**config.mk**
```make
export PLATFORM = sky130hd
export DESIGN_NAME = secant_tuner
export DESIGN_NICKNAME = d
export VERILOG_FILES = /design/src/rtl/secant_pkg.sv /design/src/rtl/seq_div_signed.sv /design/src/rtl/secant_tuner.sv
export SDC_FILE = /design/constraint.sdc
export NUM_CORES = 1
export LEC_CHECK = 0
export BUFFER_PORTS_ARGS = -buffer_cell sky130_fd_sc_hd__buf_2
export CAP_MARGIN = 15
export CORE_ASPECT_RATIO = 0.6
export CORE_MARGIN = 2
export CORE_UTILIZATION = 55
export DETAILED_ROUTE_END_ITERATION = 7
export GPL_TIMING_DRIVEN = 0
export PLACE_DENSITY = 0.72
export SETUP_SLACK_MARGIN = 0.15
export SYNTH_ARGS = -nofsm -noshare
export SYNTH_HDL_FRONTEND = slang
export SYNTH_HIERARCHICAL = 1
export SYNTH_SLANG_ARGS = --single-unit
```
**constraint.sdc**
```tcl
create_clock -name clk -period 14.33 [get_ports clk]
set_clock_uncertainty 0.05 [all_clocks]
set_input_delay 0.7165 -clock clk [delete_from_list [all_inputs] [get_ports clk]]
set_output_delay 0.7165 -clock clk [all_outputs]
set_load 0.01 [all_outputs]
```
**src/rtl/secant_pkg.sv**
```systemverilog
// Shared state encoding, width helpers and magnitude function for the secant tuner.
package secant_pkg;

    localparam int WIDTH_DEF    = 10;
    localparam int TOL_DEF      = 30;
    localparam int MAX_ITER_DEF = 16;

    typedef enum logic [3:0] {
        ST_IDLE   = 4'd0,
        ST_SET_A  = 4'd1,
        ST_WAIT_A = 4'd2,
        ST_SET_B  = 4'd3,
        ST_WAIT_B = 4'd4,
        ST_CALC   = 4'd5,
        ST_DIV    = 4'd6,
        ST_SET_C  = 4'd7,
        ST_WAIT_C = 4'd8,
        ST_CHECK  = 4'd9,
        ST_FIN    = 4'd10
    } state_t;

    // Errors carry one extra bit so f - desired never wraps.
    function automatic int err_w(input int w);
        return w + 1;
    endfunction

    // Wide enough to hold e * (b - a) without overflow.
    function automatic int step_w(input int w);
        return 2 * w + 2;
    endfunction

    function automatic int abs_val(input int x);
        return (x < 0) ? -x : x;
    endfunction

endpackage

```
**src/rtl/seq_div_signed.sv**
```systemverilog
// Sequential signed restoring divider; one quotient bit per cycle, result truncated toward zero.
module seq_div_signed #(
    parameter int NW = 22,
    parameter int DW = 11
) (
    input  logic                 clk,
    input  logic                 rst_n,
    input  logic                 start,
    input  logic signed [NW-1:0] num,
    input  logic signed [DW-1:0] den,
    output logic                 done,
    output logic signed [NW-1:0] quot
);

    localparam int CW = $clog2(NW + 1);

    logic                 busy_q, busy_d;
    logic                 neg_q, neg_d;
    logic                 done_q, done_d;
    logic [CW-1:0]        cnt_q, cnt_d;
    logic [DW-1:0]        rem_q, rem_d;
    logic [DW-1:0]        dabs_q, dabs_d;
    logic [NW-1:0]        quo_q, quo_d;
    logic signed [NW-1:0] quot_q, quot_d;

    logic [DW:0]          trial;
    logic [DW:0]          diff;
    logic [NW-1:0]        quo_next;
    logic [DW-1:0]        rem_next;

    always_comb begin
        busy_d   = busy_q;
        neg_d    = neg_q;
        done_d   = 1'b0;
        cnt_d    = cnt_q;
        rem_d    = rem_q;
        dabs_d   = dabs_q;
        quo_d    = quo_q;
        quot_d   = quot_q;

        trial    = {rem_q, quo_q[NW-1]};
        diff     = trial - {1'b0, dabs_q};
        quo_next = {quo_q[NW-2:0], 1'b0};
        rem_next = trial[DW-1:0];
        if (trial >= {1'b0, dabs_q}) begin
            rem_next    = diff[DW-1:0];
            quo_next[0] = 1'b1;
        end

        if (start) begin
            // Divide magnitudes, then restore the sign on the way out.
            quo_d  = num[NW-1] ? NW'(-num) : NW'(num);
            dabs_d = den[DW-1] ? DW'(-den) : DW'(den);
            neg_d  = num[NW-1] ^ den[DW-1];
            rem_d  = '0;
            cnt_d  = CW'(NW);
            busy_d = 1'b1;
        end else if (busy_q) begin
            quo_d = quo_next;
            rem_d = rem_next;
            cnt_d = cnt_q - CW'(1);
            if (cnt_q == CW'(1)) begin
                busy_d = 1'b0;
                done_d = 1'b1;
                quot_d = neg_q ? -$signed(quo_next) : $signed(quo_next);
            end
        end
    end

    always_ff @(posedge clk) begin
        if (!rst_n) begin
            busy_q <= 1'b0;
            neg_q  <= 1'b0;
            done_q <= 1'b0;
            cnt_q  <= '0;
            rem_q  <= '0;
            dabs_q <= '0;
            quo_q  <= '0;
            quot_q <= '0;
        end else begin
            busy_q <= busy_d;
            neg_q  <= neg_d;
            done_q <= done_d;
            cnt_q  <= cnt_d;
            rem_q  <= rem_d;
            dabs_q <= dabs_d;
            quo_q  <= quo_d;
            quot_q <= quot_d;
        end
    end

    assign done = done_q;
    assign quot = quot_q;

endmodule

```
**src/rtl/secant_tuner.sv**
```systemverilog
// Closed-loop secant tuner: steps i_ref until the measured Q lands within TOL of the target,
// falling back to the best point seen when iterations run out or the secant step stalls.
module secant_tuner
    import secant_pkg::*;
#(
    parameter int WIDTH    = WIDTH_DEF,
    parameter int TOL      = TOL_DEF,
    parameter int MAX_ITER = MAX_ITER_DEF
) (
    input  logic                         clk,
    input  logic                         rst_n,
    input  logic                         start,
    input  logic [WIDTH-1:0]             desired_q,
    input  logic [WIDTH-1:0]             i_ref_lo,
    input  logic [WIDTH-1:0]             i_ref_hi,
    input  logic                         meas_valid,
    input  logic [WIDTH-1:0]             measured_q,
    output logic [WIDTH-1:0]             i_ref,
    output logic                         meas_req,
    output logic                         busy,
    output logic                         done,
    output logic                         converged,
    output logic                         timeout,
    output logic [$clog2(MAX_ITER+1)-1:0] iter_count
);

    localparam int EW = err_w(WIDTH);
    localparam int SW = step_w(WIDTH);
    localparam int IW = $clog2(MAX_ITER + 1);

    state_t state_q, state_d;

    logic [WIDTH-1:0] a_q, a_d, b_q, b_d, c_q, c_d;
    logic [WIDTH-1:0] f_a_q, f_a_d, f_b_q, f_b_d, f_c_q, f_c_d;
    logic [WIDTH-1:0] target_q, target_d;
    logic [WIDTH-1:0] i_ref_q, i_ref_d;
    logic [WIDTH-1:0] best_x_q, best_x_d;
    logic [EW-1:0]    best_e_q, best_e_d;
    logic signed [SW-1:0] step_q, step_d;
    logic [IW-1:0]    iter_q, iter_d;
    logic             meas_req_q, meas_req_d;
    logic             busy_q, busy_d;
    logic             done_q, done_d;
    logic             converged_q, converged_d;
    logic             timeout_q, timeout_d;

    logic                 div_start;
    logic                 div_done;
    logic signed [SW-1:0] div_quot;

    logic signed [EW-1:0] e_meas, e_b, e_c, den, diff_ba;
    logic signed [SW-1:0] e_b_w, diff_w, num, c_wide;
    logic [WIDTH-1:0]     c_clamped;
    logic [IW-1:0]        iter_inc;
    int                   abs_meas, abs_c;
    logic                 better;

    // Secant arithmetic shared by several states.
    always_comb begin
        e_meas  = $signed({1'b0, measured_q}) - $signed({1'b0, target_q});
        e_b     = $signed({1'b0, f_b_q}) - $signed({1'b0, target_q});
        e_c     = $signed({1'b0, f_c_q}) - $signed({1'b0, target_q});
        den     = $signed({1'b0, f_b_q}) - $signed({1'b0, f_a_q});
        diff_ba = $signed({1'b0, b_q}) - $signed({1'b0, a_q});
        e_b_w   = {{(SW-EW){e_b[EW-1]}}, e_b};
        diff_w  = {{(SW-EW){diff_ba[EW-1]}}, diff_ba};
        num     = e_b_w * diff_w;
        c_wide  = $signed({{(SW-WIDTH){1'b0}}, b_q}) - step_q;

        if (c_wide[SW-1]) begin
            c_clamped = '0;
        end else if (|c_wide[SW-2:WIDTH]) begin
            c_clamped = '1;
        end else begin
            c_clamped = c_wide[WIDTH-1:0];
        end

        abs_meas = abs_val(int'(e_meas));
        abs_c    = abs_val(int'(e_c));
        better   = abs_meas < int'(best_e_q);
        iter_inc = iter_q + IW'(1);
    end

    always_comb begin
        state_d     = state_q;
        a_d         = a_q;
        b_d         = b_q;
        c_d         = c_q;
        f_a_d       = f_a_q;
        f_b_d       = f_b_q;
        f_c_d       = f_c_q;
        target_d    = target_q;
        i_ref_d     = i_ref_q;
        best_x_d    = best_x_q;
        best_e_d    = best_e_q;
        step_d      = step_q;
        iter_d      = iter_q;
        busy_d      = busy_q;
        converged_d = converged_q;
        timeout_d   = timeout_q;
        meas_req_d  = 1'b0;
        done_d      = 1'b0;
        div_start   = 1'b0;

        case (state_q)
            ST_IDLE: begin
                if (start) begin
                    a_d         = i_ref_lo;
                    b_d         = i_ref_hi;
                    target_d    = desired_q;
                    converged_d = 1'b0;
                    timeout_d   = 1'b0;
                    iter_d      = '0;
                    busy_d      = 1'b1;
                    best_e_d    = '1;
                    best_x_d    = i_ref_lo;
                    state_d     = ST_SET_A;
                end
            end
            ST_SET_A: begin
                i_ref_d    = a_q;
                meas_req_d = 1'b1;
                state_d    = ST_WAIT_A;
            end
            ST_WAIT_A: begin
                if (meas_valid) begin
                    f_a_d = measured_q;
                    if (better) begin
                        best_e_d = EW'(abs_meas);
                        best_x_d = i_ref_q;
                    end
                    if (abs_meas < TOL) begin
                        converged_d = 1'b1;
                        done_d      = 1'b1;
                        state_d     = ST_FIN;
                    end else begin
                        state_d = ST_SET_B;
                    end
                end
            end
            ST_SET_B: begin
                i_ref_d    = b_q;
                meas_req_d = 1'b1;
                state_d    = ST_WAIT_B;
            end
            ST_WAIT_B: begin
                if (meas_valid) begin
                    f_b_d = measured_q;
                    if (better) begin
                        best_e_d = EW'(abs_meas);
                        best_x_d = i_ref_q;
                    end
                    if (abs_meas < TOL) begin
                        converged_d = 1'b1;
                        done_d      = 1'b1;
                        state_d     = ST_FIN;
                    end else begin
                        state_d = ST_CALC;
                    end
                end
            end
            ST_CALC: begin
                // A flat secant has no slope; step by the raw error instead of dividing by zero.
                if (den == '0) begin
                    step_d  = e_b_w;
                    state_d = ST_SET_C;
                end else begin
                    div_start = 1'b1;
                    state_d   = ST_DIV;
                end
            end
            ST_DIV: begin
                if (div_done) begin
                    step_d  = div_quot;
                    state_d = ST_SET_C;
                end
            end
            ST_SET_C: begin
                if (c_clamped == b_q) begin
                    timeout_d = 1'b1;
                    done_d    = 1'b1;
                    state_d   = ST_FIN;
                end else begin
                    c_d        = c_clamped;
                    i_ref_d    = c_clamped;
                    meas_req_d = 1'b1;
                    state_d    = ST_WAIT_C;
                end
            end
            ST_WAIT_C: begin
                if (meas_valid) begin
                    f_c_d = measured_q;
                    if (better) begin
                        best_e_d = EW'(abs_meas);
                        best_x_d = i_ref_q;
                    end
                    state_d = ST_CHECK;
                end
            end
            ST_CHECK: begin
                iter_d = iter_inc;
                if (abs_c < TOL) begin
                    converged_d = 1'b1;
                    done_d      = 1'b1;
                    state_d     = ST_FIN;
                end else if (iter_inc == IW'(MAX_ITER)) begin
                    timeout_d = 1'b1;
                    done_d    = 1'b1;
                    state_d   = ST_FIN;
                end else begin
                    a_d     = b_q;
                    f_a_d   = f_b_q;
                    b_d     = c_q;
                    f_b_d   = f_c_q;
                    state_d = ST_CALC;
                end
            end
            ST_FIN: begin
                if (timeout_q) begin
                    i_ref_d = best_x_q;
                end
                busy_d  = 1'b0;
                state_d = ST_IDLE;
            end
            default: begin
                state_d = ST_IDLE;
            end
        endcase
    end

    always_ff @(posedge clk) begin
        if (!rst_n) begin
            state_q     <= ST_IDLE;
            a_q         <= '0;
            b_q         <= '0;
            c_q         <= '0;
            f_a_q       <= '0;
            f_b_q       <= '0;
            f_c_q       <= '0;
            target_q    <= '0;
            i_ref_q     <= '0;
            best_x_q    <= '0;
            best_e_q    <= '0;
            step_q      <= '0;
            iter_q      <= '0;
            meas_req_q  <= 1'b0;
            busy_q      <= 1'b0;
            done_q      <= 1'b0;
            converged_q <= 1'b0;
            timeout_q   <= 1'b0;
        end else begin
            state_q     <= state_d;
            a_q         <= a_d;
            b_q         <= b_d;
            c_q         <= c_d;
            f_a_q       <= f_a_d;
            f_b_q       <= f_b_d;
            f_c_q       <= f_c_d;
            target_q    <= target_d;
            i_ref_q     <= i_ref_d;
            best_x_q    <= best_x_d;
            best_e_q    <= best_e_d;
            step_q      <= step_d;
            iter_q      <= iter_d;
            meas_req_q  <= meas_req_d;
            busy_q      <= busy_d;
            done_q      <= done_d;
            converged_q <= converged_d;
            timeout_q   <= timeout_d;
        end
    end

    seq_div_signed #(
        .NW(SW),
        .DW(EW)
    ) u_div (
        .clk   (clk),
        .rst_n (rst_n),
        .start (div_start),
        .num   (num),
        .den   (den),
        .done  (div_done),
        .quot  (div_quot)
    );

    assign i_ref      = i_ref_q;
    assign meas_req   = meas_req_q;
    assign busy       = busy_q;
    assign done       = done_q;
    assign converged  = converged_q;
    assign timeout    = timeout_q;
    assign iter_count = iter_q;

endmodule
```
==> results.cfg <==
[run]
maxCapViolCount = 0

[placement]
gp_congestion = 1.04
dpl.hpwl_mm = 48.5
place_area_mm2 = 0.0201
portBuffers = 62

[floorplanning]
dieArea_mm2 = 0.0365
die_y_um = 149
core_mm2 = 0.0341
die_w_um = 245
num_rows = 52
ioPinCount = 64
initial_core_util_pct = 56.4

[drt]
vias = 18376
drt_wl_total_mm = 60.9
ant_nets = 0
drc = 0
drt_iter0_markers = 2174
via_per_inst = 6.19
drtPass1Iterations = 8
drt-wirelength-per-cell_um = 20.5

[synthesis]
synth_commonest_cells = inv_1 (283), nand2_1 (237), nor2_1 (231), dfxtp_1 (211), a21oi_1 (159)
synth_largest_area_cell = dfxtp_1
netlist.area_leader.share_pct = 22.0
synth_seq_cells = 211
synth_area_per_cell_um2 = 8.00
async_reset_ff_share_pct = 0
synth_area_mm2 = 0.0192
synth_cell_types = 88
syn_inst = 2404
synth_edf_count = 0
yosysMostFrequentCell = inv_1
synthTopCellsByArea = dfxtp_1 (22%), fa_1 (13%), ha_1 (8.9%), inv_1 (5.5%), nand2_1 (4.6%)
yosysWarnings = 6
synth_fp_nets = 2710
synth_flop_cell = dfxtp_1
ys_seq_area_share_pct = 22.0

[cells_and_area]
multi_input_area_mm2 = 0.0135
drive_above_1_share_pct = 6.37
ff_latch_area_mm2 = 0.00422
nets = 2800
area_delta_synth_final_pct = 8.82
fillCellCount = 3051
fin_area_mm2 = 0.0209
insertedDiodeCount = 0

[cts]
clk_latency_ns = 0.55
cts_max_path_buffers = 3
clockRootBuffer = clkbuf_16
cts_tree = yes
ctsResizeCount = 0
clock_sinks = 211
cts_made_buffers = 22
post-cts-setup-buffers = 0
clk_pin_slew_ns = 0.07
h-tree-depth = 1
cts_hold_buf = 0

[critical_path]
reg2reg_from = target_q[0]$_SDFFE_PN0P_
critPathCaptureType = flip-flop
worst_setup_path_start_kind = flip-flop
critPathLaunch = target_q[0]$_SDFFE_PN0P_
cpMaxStageDelayCell = a21oi_1
crit_fanout = 10
worst_ep_required_time_ns = 14.69
crit_family = adder cells
critPathBufInv = 7
critical_path_arrival_ns = 10.59
path_common_cell = fa_1
crit_type = flip-flop to flip-flop
cpPeakStageDelay_ns = 0.63

[timing]
slew_viol_final = 0
holdWs_ns = 0.349
max_slew_margin_pct = 22.7
setup-tns-final_ns = 0
setup_viol = 0
fin_crit_ns = 10.22
hold_viol = 0
max_freq_ghz = 0.0978
period_share_pct = 71.3
tightest_slew_ns = 1.15
rsz0062_at_grt = no

[global_route]
grt_usage_pct = 33.2
grt_overflow = 0
grt_pass1_vias = 17235
grt_max_degree = 15
antenna_found_initial = 0
grt_pass1_wl_mm = 95.8

[run_status]
status = finished clean

[min_path]
min_path_type = input pin to flip-flop
holdCritStartpoint = desired_q[1]
-- final cells by class --
| type | count | share of cell area (%) |
|---|---|---|
| Clock buffer | 29 | 2.85 |
| Clock inverter | 11 | 0.891 |
| Sequential cell | 211 | 20.2 |
| Buffer | 112 | 2.10 |
| Inverter | 285 | 5.11 |
| Timing Repair Buffer | 66 | 1.61 |
| Tap cell | 459 | 2.75 |
| Multi-Input combinational cell | 1796 | 64.5 |
-- flip-flops by register name (all words and copies together) (netlist names), 11 cells and up --
signal        count
best_e_q         11
step_q           22
u_div/dabs_q     11
u_div/quo_q      22
u_div/quot       22
u_div/rem_q      11
-- metrics by stage --
| stage | setup slack (ns) | util, % | cells |
|---|---|---|---|
| finish | 4.11 | 61.4 | 2969 |
| global route | 3.46 | 61.4 | 2969 |
| CTS | 4.27 | 61.3 | 2966 |
| detailed placement | 4.36 | 59.0 | 2926 |
| global placement | 4.50 | 59.0 | 2925 |
| floorplan | 6.12 | - | 2404 |
-- worst paths after layout --
check	slack, ns	cells past startpoint	endpoint
setup / recovery	4.11	35	u_div/quo_q[19]$_SDFFE_PN0P_
hold / removal	0.35	3	target_q[1]$_SDFFE_PN0P_
setup reg to reg	4.11	35	u_div/quo_q[19]$_SDFFE_PN0P_
hold reg to reg	0.40	2	converged$_SDFFE_PN0P_
-- cells by family (layout without fill, tap and decap cells) --
logic type,Yosys count,in the layout,synth area share [%]
buffers and inverters,397,503,7.85
AOI/OAI and AO/OA,599,599,20.8
xor gates and xnor gates,136,136,6.20
and+or+nand+nor,742,742,18.2
adders and majority gates,262,262,21.9
DFF,211,211,22.0
muxes,57,57,3.07
-- worst reg2reg max path, delay by kind of cell (launching register included) --
kind                       cells  cell delay (ns)
AOI/OAI and AO/OA             13             2.95
xor gates and xnor gates       2             0.68
adders and majority gates      8             3.71
buffers and inverters          7             1.36
DFF                            1             0.56
and+or+nand+nor                5             0.78
-- cell usage in the layout, fill, tap and decap left out, types with 8 or more instances in the layout --
master / n
xnor2_1: 71
or3_1: 18
clkbuf_16: 22
nor4_1: 19
and2_1: 24
o21bai_1: 21
a21boi_0: 10
a21oi_1: 159
nand4_1: 8
nand2b_1: 19
nand2_1: 237
o21a_1: 16
nor2_1: 231
buf_2: 64
mux2i_1: 42
o211ai_1: 11
nand3_1: 47
a222oi_1: 11
nor3_1: 32
fa_1: 125
inv_1: 283
dfxtp_1: 211
o41ai_1: 18
a21o_1: 32
a311oi_1: 27
ha_1: 137
or2_2: 12
a211oi_1: 74
o31ai_1: 20
nor2b_1: 48
clkbuf_1: 106
a31oi_1: 16
o21ai_0: 103
xor2_1: 65
o22ai_1: 12
o31a_1: 8
mux2_2: 15
-- metal layers --
metal | GRT usage [%] | part of all wire, %
met3 | 8.53 | 12
met1 | 52.1 | 48
met4 | 5.06 | 1.3
met5 | 0 | 0
met2 | 45.8 | 40
Power is left out: the tool's default activity adds up to more than one toggle a clock period on the data nets, which glitch-free logic cannot reach.
